**src/rtl/stack_cpu_pkg.sv**
```systemverilog
// -----------------------------------------------------------------------------
// stack_cpu_pkg
// Shared definitions for the 8-bit stack machine sequencer:
//   - DEF_AW / DEF_DW : default address / data widths
//   - OP_*            : 3-bit opcode encodings (instruction bits [7:5])
//   - state_t         : multicycle FSM state encoding
// -----------------------------------------------------------------------------
package stack_cpu_pkg;

    localparam int DEF_AW = 5;
    localparam int DEF_DW = 8;

    localparam logic [2:0] OP_ADD  = 3'b000;
    localparam logic [2:0] OP_SUB  = 3'b001;
    localparam logic [2:0] OP_AND  = 3'b010;
    localparam logic [2:0] OP_NOT  = 3'b011;
    localparam logic [2:0] OP_PUSH = 3'b100;
    localparam logic [2:0] OP_POP  = 3'b101;
    localparam logic [2:0] OP_JMP  = 3'b110;
    localparam logic [2:0] OP_JZ   = 3'b111;

    typedef enum logic [3:0] {
        ST_INIT,
        ST_IF,
        ST_ID,
        ST_MRD,
        ST_PSH,
        ST_POPS,
        ST_MWR,
        ST_JMP,
        ST_TOS,
        ST_JZC,
        ST_POPA,
        ST_POPB,
        ST_EXE,
        ST_PSHR
    } state_t;

endpackage

```
**src/rtl/stack_cpu_sequencer_if.sv**
```systemverilog
// -----------------------------------------------------------------------------
// stack_cpu_sequencer_if
// Memory and stack control bus between the sequencer and its two slaves.
//   master (sequencer): drives mem_addr, mem_wdata, memread, memwrite,
//                       stk_din, push, pop, tos; receives mem_rdata, stk_dout
//   slave  (mem/stack): the reverse
// mem_rdata is valid the cycle after memread; stk_dout the cycle after
// pop/tos.
// -----------------------------------------------------------------------------
interface stack_cpu_sequencer_if
    import stack_cpu_pkg::*;
#(
    parameter int AW = DEF_AW,
    parameter int DW = DEF_DW
);
    logic [AW-1:0] mem_addr;
    logic [DW-1:0] mem_wdata;
    logic [DW-1:0] mem_rdata;
    logic          memread;
    logic          memwrite;
    logic [DW-1:0] stk_din;
    logic [DW-1:0] stk_dout;
    logic          push;
    logic          pop;
    logic          tos;

    modport master (
        output mem_addr, mem_wdata, memread, memwrite,
        output stk_din, push, pop, tos,
        input  mem_rdata, stk_dout
    );

    modport slave (
        input  mem_addr, mem_wdata, memread, memwrite,
        input  stk_din, push, pop, tos,
        output mem_rdata, stk_dout
    );
endinterface

```
**src/rtl/register.sv**
```systemverilog
// -----------------------------------------------------------------------------
// register
// Generic loadable register with synchronous active-high reset.
//   clk : clock
//   rst : synchronous reset, active high (clears q)
//   ld  : load enable, q <= d when high
//   d   : data in
//   q   : data out
// -----------------------------------------------------------------------------
module register #(
    parameter int W = 8
) (
    input  logic         clk,
    input  logic         rst,
    input  logic         ld,
    input  logic [W-1:0] d,
    output logic [W-1:0] q
);
    always_ff @(posedge clk) begin
        if (rst) begin
            q <= '0;
        end else if (ld) begin
            q <= d;
        end
    end
endmodule

```
**src/rtl/stack_alu.sv**
```systemverilog
// -----------------------------------------------------------------------------
// stack_alu
// Combinational ALU for the stack machine. b is the old next-of-stack,
// a the old top, so SUB is b - a. Results wrap mod 2^DW, no flags.
//   op     : 00 ADD, 01 SUB, 10 AND, 11 NOT (~b)
//   a, b   : operands
//   result : DW-bit result
// -----------------------------------------------------------------------------
module stack_alu #(
    parameter int DW = 8
) (
    input  logic [1:0]    op,
    input  logic [DW-1:0] a,
    input  logic [DW-1:0] b,
    output logic [DW-1:0] result
);
    always_comb begin
        result = '0;
        case (op)
            2'b00:   result = b + a;
            2'b01:   result = b - a;
            2'b10:   result = b & a;
            default: result = ~b;
        endcase
    end
endmodule

```
**src/rtl/stack_cpu_sequencer.sv**
```systemverilog
// -----------------------------------------------------------------------------
// stack_cpu_sequencer
// Multicycle fetch/decode/execute sequencer for the 8-bit stack machine.
// Owns PC, IR and the ALU operand registers A/B and issues every memory
// and stack strobe in the core.
//   clk        : clock, rising edge
//   rst        : synchronous reset, active LOW; while low all outputs are 0
//   bus        : master side of the memory/stack control bus
//   pc         : current PC (debug)
//   instr_done : pulse in the last cycle of every instruction
// -----------------------------------------------------------------------------
module stack_cpu_sequencer
    import stack_cpu_pkg::*;
#(
    parameter int AW = DEF_AW,
    parameter int DW = DEF_DW
) (
    input  logic                  clk,
    input  logic                  rst,
    stack_cpu_sequencer_if.master bus,
    output logic [AW-1:0]         pc,
    output logic                  instr_done
);
    state_t        state_q, state_d;

    logic          rst_h;
    logic [AW-1:0] pc_q, pc_d;
    logic          pc_ld;
    logic [DW-1:0] ir_q, a_q, b_q;
    logic          ir_ld, a_ld, b_ld;

    logic [AW-1:0] ir_addr;
    logic [2:0]    ir_op;
    logic [2:0]    rd_op;
    logic [DW-1:0] alu_result;
    logic          stk_zero;

    logic [AW-1:0] mem_addr_c;
    logic [DW-1:0] mem_wdata_c;
    logic          memread_c, memwrite_c;
    logic [DW-1:0] stk_din_c;
    logic          push_c, pop_c, tos_c, done_c;

    assign rst_h    = ~rst;
    assign ir_addr  = ir_q[AW-1:0];
    assign ir_op    = ir_q[DW-1:DW-3];
    // Decode in ID looks at the fetched word directly; IR loads at the
    // end of that same cycle.
    assign rd_op    = bus.mem_rdata[DW-1:DW-3];
    assign stk_zero = (bus.stk_dout == '0);

    // ---------------- datapath registers ----------------
    register #(.W(AW)) u_pc (.clk(clk), .rst(rst_h), .ld(pc_ld), .d(pc_d),          .q(pc_q));
    register #(.W(DW)) u_ir (.clk(clk), .rst(rst_h), .ld(ir_ld), .d(bus.mem_rdata), .q(ir_q));
    register #(.W(DW)) u_a  (.clk(clk), .rst(rst_h), .ld(a_ld),  .d(bus.stk_dout),  .q(a_q));
    register #(.W(DW)) u_b  (.clk(clk), .rst(rst_h), .ld(b_ld),  .d(bus.stk_dout),  .q(b_q));

    stack_alu #(.DW(DW)) u_alu (
        .op     (ir_op[1:0]),
        .a      (a_q),
        .b      (b_q),
        .result (alu_result)
    );

    // ---------------- FSM state register ----------------
    always_ff @(posedge clk) begin
        if (!rst) begin
            state_q <= ST_INIT;
        end else begin
            state_q <= state_d;
        end
    end

    // ---------------- next state ----------------
    always_comb begin
        state_d = state_q;
        case (state_q)
            ST_INIT: state_d = ST_IF;
            ST_IF:   state_d = ST_ID;
            ST_ID: begin
                case (rd_op)
                    OP_PUSH: state_d = ST_MRD;
                    OP_POP:  state_d = ST_POPS;
                    OP_JMP:  state_d = ST_JMP;
                    OP_JZ:   state_d = ST_TOS;
                    default: state_d = ST_POPA;   // ADD/SUB/AND/NOT
                endcase
            end
            ST_MRD:  state_d = ST_PSH;
            ST_PSH:  state_d = ST_IF;
            ST_POPS: state_d = ST_MWR;
            ST_MWR:  state_d = ST_IF;
            ST_JMP:  state_d = ST_IF;
            ST_TOS:  state_d = ST_JZC;
            ST_JZC:  state_d = ST_IF;
            // NOT needs only one operand, so it skips the second pop.
            ST_POPA: state_d = (ir_op == OP_NOT) ? ST_EXE : ST_POPB;
            ST_POPB: state_d = ST_EXE;
            ST_EXE:  state_d = ST_PSHR;
            ST_PSHR: state_d = ST_IF;
            default: state_d = ST_INIT;
        endcase
    end

    // ---------------- register load controls ----------------
    // A captures the first popped value (old top) in POPB, B the second
    // (old next) in EXE; each is the data returned for the previous pop.
    always_comb begin
        pc_ld = 1'b0;
        pc_d  = pc_q;
        ir_ld = 1'b0;
        a_ld  = 1'b0;
        b_ld  = 1'b0;
        case (state_q)
            ST_ID: begin
                ir_ld = 1'b1;
                pc_ld = 1'b1;
                pc_d  = pc_q + {{(AW-1){1'b0}}, 1'b1};
            end
            ST_JMP: begin
                pc_ld = 1'b1;
                pc_d  = ir_addr;
            end
            ST_JZC: begin
                pc_ld = stk_zero;
                pc_d  = ir_addr;
            end
            ST_POPB: a_ld = 1'b1;
            ST_EXE:  b_ld = 1'b1;
            default: ;
        endcase
    end

    // ---------------- Moore strobes and data muxes ----------------
    // Everything is held at 0 while rst is low, whatever the state.
    always_comb begin
        mem_addr_c  = '0;
        mem_wdata_c = '0;
        memread_c   = 1'b0;
        memwrite_c  = 1'b0;
        stk_din_c   = '0;
        push_c      = 1'b0;
        pop_c       = 1'b0;
        tos_c       = 1'b0;
        done_c      = 1'b0;
        if (rst) begin
            case (state_q)
                ST_IF: begin
                    memread_c  = 1'b1;
                    mem_addr_c = pc_q;
                end
                ST_MRD: begin
                    memread_c  = 1'b1;
                    mem_addr_c = ir_addr;
                end
                ST_PSH: begin
                    push_c    = 1'b1;
                    stk_din_c = bus.mem_rdata;
                    done_c    = 1'b1;
                end
                ST_POPS: pop_c = 1'b1;
                ST_MWR: begin
                    memwrite_c  = 1'b1;
                    mem_addr_c  = ir_addr;
                    mem_wdata_c = bus.stk_dout;
                    done_c      = 1'b1;
                end
                ST_JMP:  done_c = 1'b1;
                ST_TOS:  tos_c  = 1'b1;
                ST_JZC:  done_c = 1'b1;
                ST_POPA: pop_c  = 1'b1;
                ST_POPB: pop_c  = 1'b1;
                ST_PSHR: begin
                    push_c    = 1'b1;
                    stk_din_c = alu_result;
                    done_c    = 1'b1;
                end
                default: ;
            endcase
        end
    end

    assign bus.mem_addr  = mem_addr_c;
    assign bus.mem_wdata = mem_wdata_c;
    assign bus.memread   = memread_c;
    assign bus.memwrite  = memwrite_c;
    assign bus.stk_din   = stk_din_c;
    assign bus.push      = push_c;
    assign bus.pop       = pop_c;
    assign bus.tos       = tos_c;
    assign instr_done    = done_c;
    assign pc            = rst ? pc_q : '0;

endmodule

```
**src/flat_wrapper.sv**
```systemverilog
// flat-port wrapper written by rule: the top's interface ports become plain ports
module stack_cpu_sequencer_flat import stack_cpu_pkg::*;
#(
    parameter int AW = DEF_AW,
    parameter int DW = DEF_DW
)
  (clk, rst, pc, instr_done, bus_mem_addr, bus_mem_wdata, bus_memread, bus_memwrite, bus_stk_din, bus_push, bus_pop, bus_tos, bus_mem_rdata, bus_stk_dout);
  stack_cpu_sequencer_if #(.AW(AW), .DW(DW)) bus_i ();
  input  logic clk;
  input  logic rst;
  output logic [AW-1:0] pc;
  output logic instr_done;
  output wire logic [$bits(bus_i.mem_addr)-1:0] bus_mem_addr;
  output wire logic [$bits(bus_i.mem_wdata)-1:0] bus_mem_wdata;
  output wire logic [$bits(bus_i.memread)-1:0] bus_memread;
  output wire logic [$bits(bus_i.memwrite)-1:0] bus_memwrite;
  output wire logic [$bits(bus_i.stk_din)-1:0] bus_stk_din;
  output wire logic [$bits(bus_i.push)-1:0] bus_push;
  output wire logic [$bits(bus_i.pop)-1:0] bus_pop;
  output wire logic [$bits(bus_i.tos)-1:0] bus_tos;
  input wire logic [$bits(bus_i.mem_rdata)-1:0] bus_mem_rdata;
  input wire logic [$bits(bus_i.stk_dout)-1:0] bus_stk_dout;
  assign bus_mem_addr = bus_i.mem_addr;
  assign bus_mem_wdata = bus_i.mem_wdata;
  assign bus_memread = bus_i.memread;
  assign bus_memwrite = bus_i.memwrite;
  assign bus_stk_din = bus_i.stk_din;
  assign bus_push = bus_i.push;
  assign bus_pop = bus_i.pop;
  assign bus_tos = bus_i.tos;
  assign bus_i.mem_rdata = bus_mem_rdata;
  assign bus_i.stk_dout = bus_stk_dout;
  stack_cpu_sequencer #(.AW(AW), .DW(DW)) u_core (.clk(clk), .rst(rst), .bus(bus_i), .pc(pc), .instr_done(instr_done));
endmodule
```
**config.mk**
```make
export PLATFORM = sky130hd
export DESIGN_NAME = stack_cpu_sequencer_flat
export DESIGN_NICKNAME = d
export VERILOG_FILES = /design/src/rtl/stack_cpu_pkg.sv /design/src/rtl/stack_cpu_sequencer_if.sv /design/src/rtl/register.sv /design/src/rtl/stack_alu.sv /design/src/rtl/stack_cpu_sequencer.sv /design/src/flat_wrapper.sv
export SDC_FILE = /design/constraint.sdc
export NUM_CORES = 1
export LEC_CHECK = 0
export ABC_AREA = 1
export CORE_ASPECT_RATIO = 0.9
export CORE_UTILIZATION = 35
export DETAILED_ROUTE_END_ITERATION = 8
export MAX_ROUTING_LAYER = met4
export PLACE_DENSITY = 0.69
export SLEW_MARGIN = 20
export SYNTH_ARGS = -nofsm -noshare
export SYNTH_HDL_FRONTEND = slang
export SYNTH_HIERARCHICAL = 1
export SYNTH_SLANG_ARGS = --single-unit
```
**constraint.sdc**
```tcl
create_clock -name clk -period 7.3 [get_ports clk]
set_input_delay 2.19 -clock clk [delete_from_list [all_inputs] [get_ports clk]]
set_output_delay 2.19 -clock clk [all_outputs]
set_load 0.005 [all_outputs]
```
==> flow_metrics.py <==
metrics = {
    "cts": {
        "htreeDepth": 2,
        "hold_buffers": 0,
        "numClockSinks": 33,
        "worstSkewPairLatency_ps": 280,
        "clockBufferDepth": 2,
        "cts_setup_buffers": 0,
        "cts-buffers-inserted": 5,
        "tritoncts": "done",
        "clockRootBuffer": "clkbuf_8",
        "clk_pin_slew_ps": 70,
        "cts_resized": 0,
    },
    "setup_path": {
        "critPathMaxFanout": 12,
        "crit_family": "buffers and inverters",
        "required_ps": 5110,
        "cp.buffers_inverters": 4,
        "crit_type": "input port to primary output",
        "cp-end-kind": "primary output",
        "cp_cell_sequence": "clkdlybuf4s50_1 > clkinv_1 > nor2_2 > inv_2 > nor2_1 > clkdlybuf4s50_1",
        "slowest_delay_ps": 710,
        "cp.arrival_ps": 4410,
        "cp-start-kind": "input port",
        "critical_path.most_common_cell": "clkdlybuf4s50_1",
        "cp_slowest_cell": "clkdlybuf4s50_1",
    },
    "place": {
        "pre_cts_ws_ps": 720,
        "dpl_cell_area_mm2": 0.00331,
        "portBuffers": 49,
        "place_inst": 620,
        "dp_hpwl_um": 5870,
        "gp_congestion": 0.832,
    },
    "layout": {
        "layout.cells.non_filler": 628,
        "fillCellCount": 832,
        "post-route-cell-area_mm2": 0.00343,
        "num_antenna_cells": 0,
        "layout.nets": 560,
        "area_growth_pct": 23.3,
        "drive_gt1_share_pct": 6.77,
    },
    "synthesis": {
        "synthAdderAreaFrac_pct": 5.23,
        "synth_nets": 512,
        "syn_avg_cell_area_um2": 5.75,
        "synth-simple-area-share_pct": 45.0,
        "synth-xor-area-share_pct": 1.89,
        "yosys_warnings": 6,
        "synth_seq_cells": 33,
        "netlist_area_mm2": 0.00278,
        "ys_types": 34,
        "yosysSeqAreaShare_pct": 23.8,
        "synth_top_family_by_area": "simple AND/OR/NAND/NOR gates",
        "synth_compound_area_share_pct": 9.19,
        "synth.area.mux_share_pct": 0,
        "syn_inst": 483,
    },
    "grt": {
        "grt_busiest_layer": "met2",
        "grt_overflow_total": 0,
        "use_met2_pct": 28.6,
        "grt_max_degree": 26,
        "grtUsageMet3_pct": 2.98,
        "use_met1_pct": 27.8,
        "grtUsageTotal_pct": 19.4,
        "first_global_vias": 2601,
        "antenna_found_initial": 0,
        "grt_pass1_wl_um": 12300,
    },
    "timing": {
        "fmax_mhz": 152,
        "tightest_slew_ps": 980,
        "setup_viol": 0,
        "post-route-period-util_pct": 90.4,
        "fin_skew_ps": 2.60,
        "maxSlewHeadroom_pct": 34.4,
        "rsz0062_at_grt": "false",
        "fin_crit_ps": 6600,
        "finalHoldViolations": 0,
        "fin_tns_setup_ps": 0,
        "drv_slew": 0,
        "fin_ws_ps": 703,
    },
    "die": {
        "die_y_um": 86.5,
        "initial_utilization_pct": 36.5,
        "die_w_um": 95.9,
        "num_rows": 30,
        "core_area_mm2": 0.00762,
        "io_pins": 50,
        "dieArea_mm2": 0.00830,
    },
    "power": {
        "p_clk_share_pct": 23.9,
        "swShare_pct": 41.1,
        "ir_worst_vdd_mv": 0.111,
        "p_sw_uw": 307,
        "leakage_nw": 1.63,
        "p_int_uw": 440,
        "powerDensity_mw_per_mm2": 218,
        "seqPwrFrac_pct": 35.4,
        "pwr-share-comb_pct": 40.7,
    },
    "routing": {
        "drt_iter0_drc": 145,
        "drt_wl_total_um": 7390,
        "drc": 0,
        "num_vias": 2955,
        "post_drt_wl_per_cell_um": 11.8,
        "avgViaCountPerCell": 4.71,
        "ant_nets": 0,
        "dr.pass1.iters": 4,
    },
    "outcome": {
        "status": "complete, no violations",
    },
    "run": {
        "cap_violations": 0,
    },
    "worst_hold_path": {
        "hold_class": "flop to flop",
    },
}
## through the flow
| step | total power, mW | hold WS, ps | utilization (%) |
|---|---|---|---|
| 2_1_floorplan | 0.483 | 463 | - |
| 3_5_place_dp | 0.570 | 485 | 43.4 |
| 3_3_place_gp | 0.566 | 481 | 43.4 |
| 6_report | 0.748 | 499 | 45.0 |
| 5_1_grt | 0.812 | 518 | 45.0 |
| 4_1_cts | 0.750 | 500 | 45.0 |
## flip-flops by register name, summed over array words and instances (netlist names)
register and cells:
u_core/u_a/q 8, u_core/u_ir/q 8, u_core/u_b/q 8, u_core/u_pc/q 5
u_core/state_q 4
## kinds of logic (layout without fill, tap and decap cells)
logic type / count (synthesis) / after routing
flip-flops: 33 / 33
adder cells (fa/ha/maj): 11 / 11
buffers and inverters: 96 / 145
AO/OA/AOI/OAI: 44 / 44
XOR/XNOR: 6 / 6
AND/OR/NAND/NOR: 293 / 293
## area by class of cell
class                           count  area (um2)  area share, %
Tap cell                           96         120           3.51
Clock inverter                      1        30.0          0.877
Clock buffer                        7        86.3           2.52
Multi-Input combinational cell    354        1700           49.7
Sequential cell                    33         661           19.3
Inverter                           87         327           9.53
Timing Repair Buffer               50         498           14.5
## tightest hold or removal path, stage by stage (launching register included)
cell     delay (ps)
dfxtp_1         330
nor2_1           80
nor2_1           50
## cells in the mapped netlist
cell	n	area, um2
nor3_1	4	20.0
nor2_4	3	33.8
o211ai_1	1	7.51
a21boi_0	1	7.51
clkbuf_1	2	7.51
nand4_1	4	25.0
inv_2	6	22.5
a21oi_1	20	100
nor2_2	6	37.5
xor2_1	6	52.6
inv_1	80	300
and3_1	1	6.26
buf_6	7	78.8
nand2_2	8	50.1
fa_1	1	20.0
nand3_2	1	10.0
o221ai_1	3	26.3
o21bai_1	2	15.0
dfxtp_1	33	661
nor2_1	91	342
a31oi_1	5	31.3
or2_0	1	6.26
nand2_1	134	503
clkinv_1	1	3.75
nand3_1	32	160
or2_2	1	6.26
o21ai_0	8	40.0
nand2_4	1	11.3
nor4_1	3	18.8
ha_1	10	125
o21ai_1	2	10.0
nand3b_1	2	15.0
or2_1	1	6.26
o21ai_2	2	17.5
## placed cells by master, fill, tap and decap left out, types with 3 or more instances in the layout
cell type | synthesis | layout
nand4_1 | 4 | 4
nor3_1 | 4 | 4
nor4_1 | 3 | 3
nand2_1 | 134 | 134
o21ai_0 | 8 | 8
ha_1 | 10 | 10
xor2_1 | 6 | 6
inv_1 | 80 | 80
nand2_2 | 8 | 8
a21oi_1 | 20 | 20
a31oi_1 | 5 | 5
nor2_1 | 91 | 91
dfxtp_1 | 33 | 33
nor2_4 | 3 | 3
nand3_1 | 32 | 32
nor2_2 | 6 | 6
clkdlybuf4s50_1 | 0 | 49
clkbuf_8 | 0 | 6
o221ai_1 | 3 | 3
inv_2 | 6 | 6
## power groups by stage
stage / Clock [mW] / Combinational, mW / Sequential (mW)
6_report: 0.179 / 0.304 / 0.264
5_1_grt: 0.189 / 0.352 / 0.270
4_1_cts: 0.182 / 0.305 / 0.264
3_5_place_dp: 0 / 0.303 / 0.267
3_3_place_gp: 0 / 0.300 / 0.266
2_1_floorplan: 0 / 0.233 / 0.250
## metal layers
layer / vias up / routed length, um / share of wire (%)
met2: 62 / 3220 / 44
met1: 1298 / 3850 / 52
met5: - / 0 / 0
li1: 1591 / - / -
met3: 4 / 282 / 3.8
met4: 0 / 40 / 0.54
## final timing paths
path                                   startpoint          endpoint  slack (ps)  cells after the start
worst min register to register   u_core/u_ir/q[7]  u_core/u_ir/q[7]         500                      2
worst min-delay path             u_core/u_ir/q[7]  u_core/u_ir/q[7]         500                      2
worst max register to register  u_core/state_q[0]  u_core/u_pc/q[0]        5510                     10
worst max-delay path                          rst  bus_mem_wdata[5]         700                      6
Note: power is estimated with default switching activity, not from simulation.
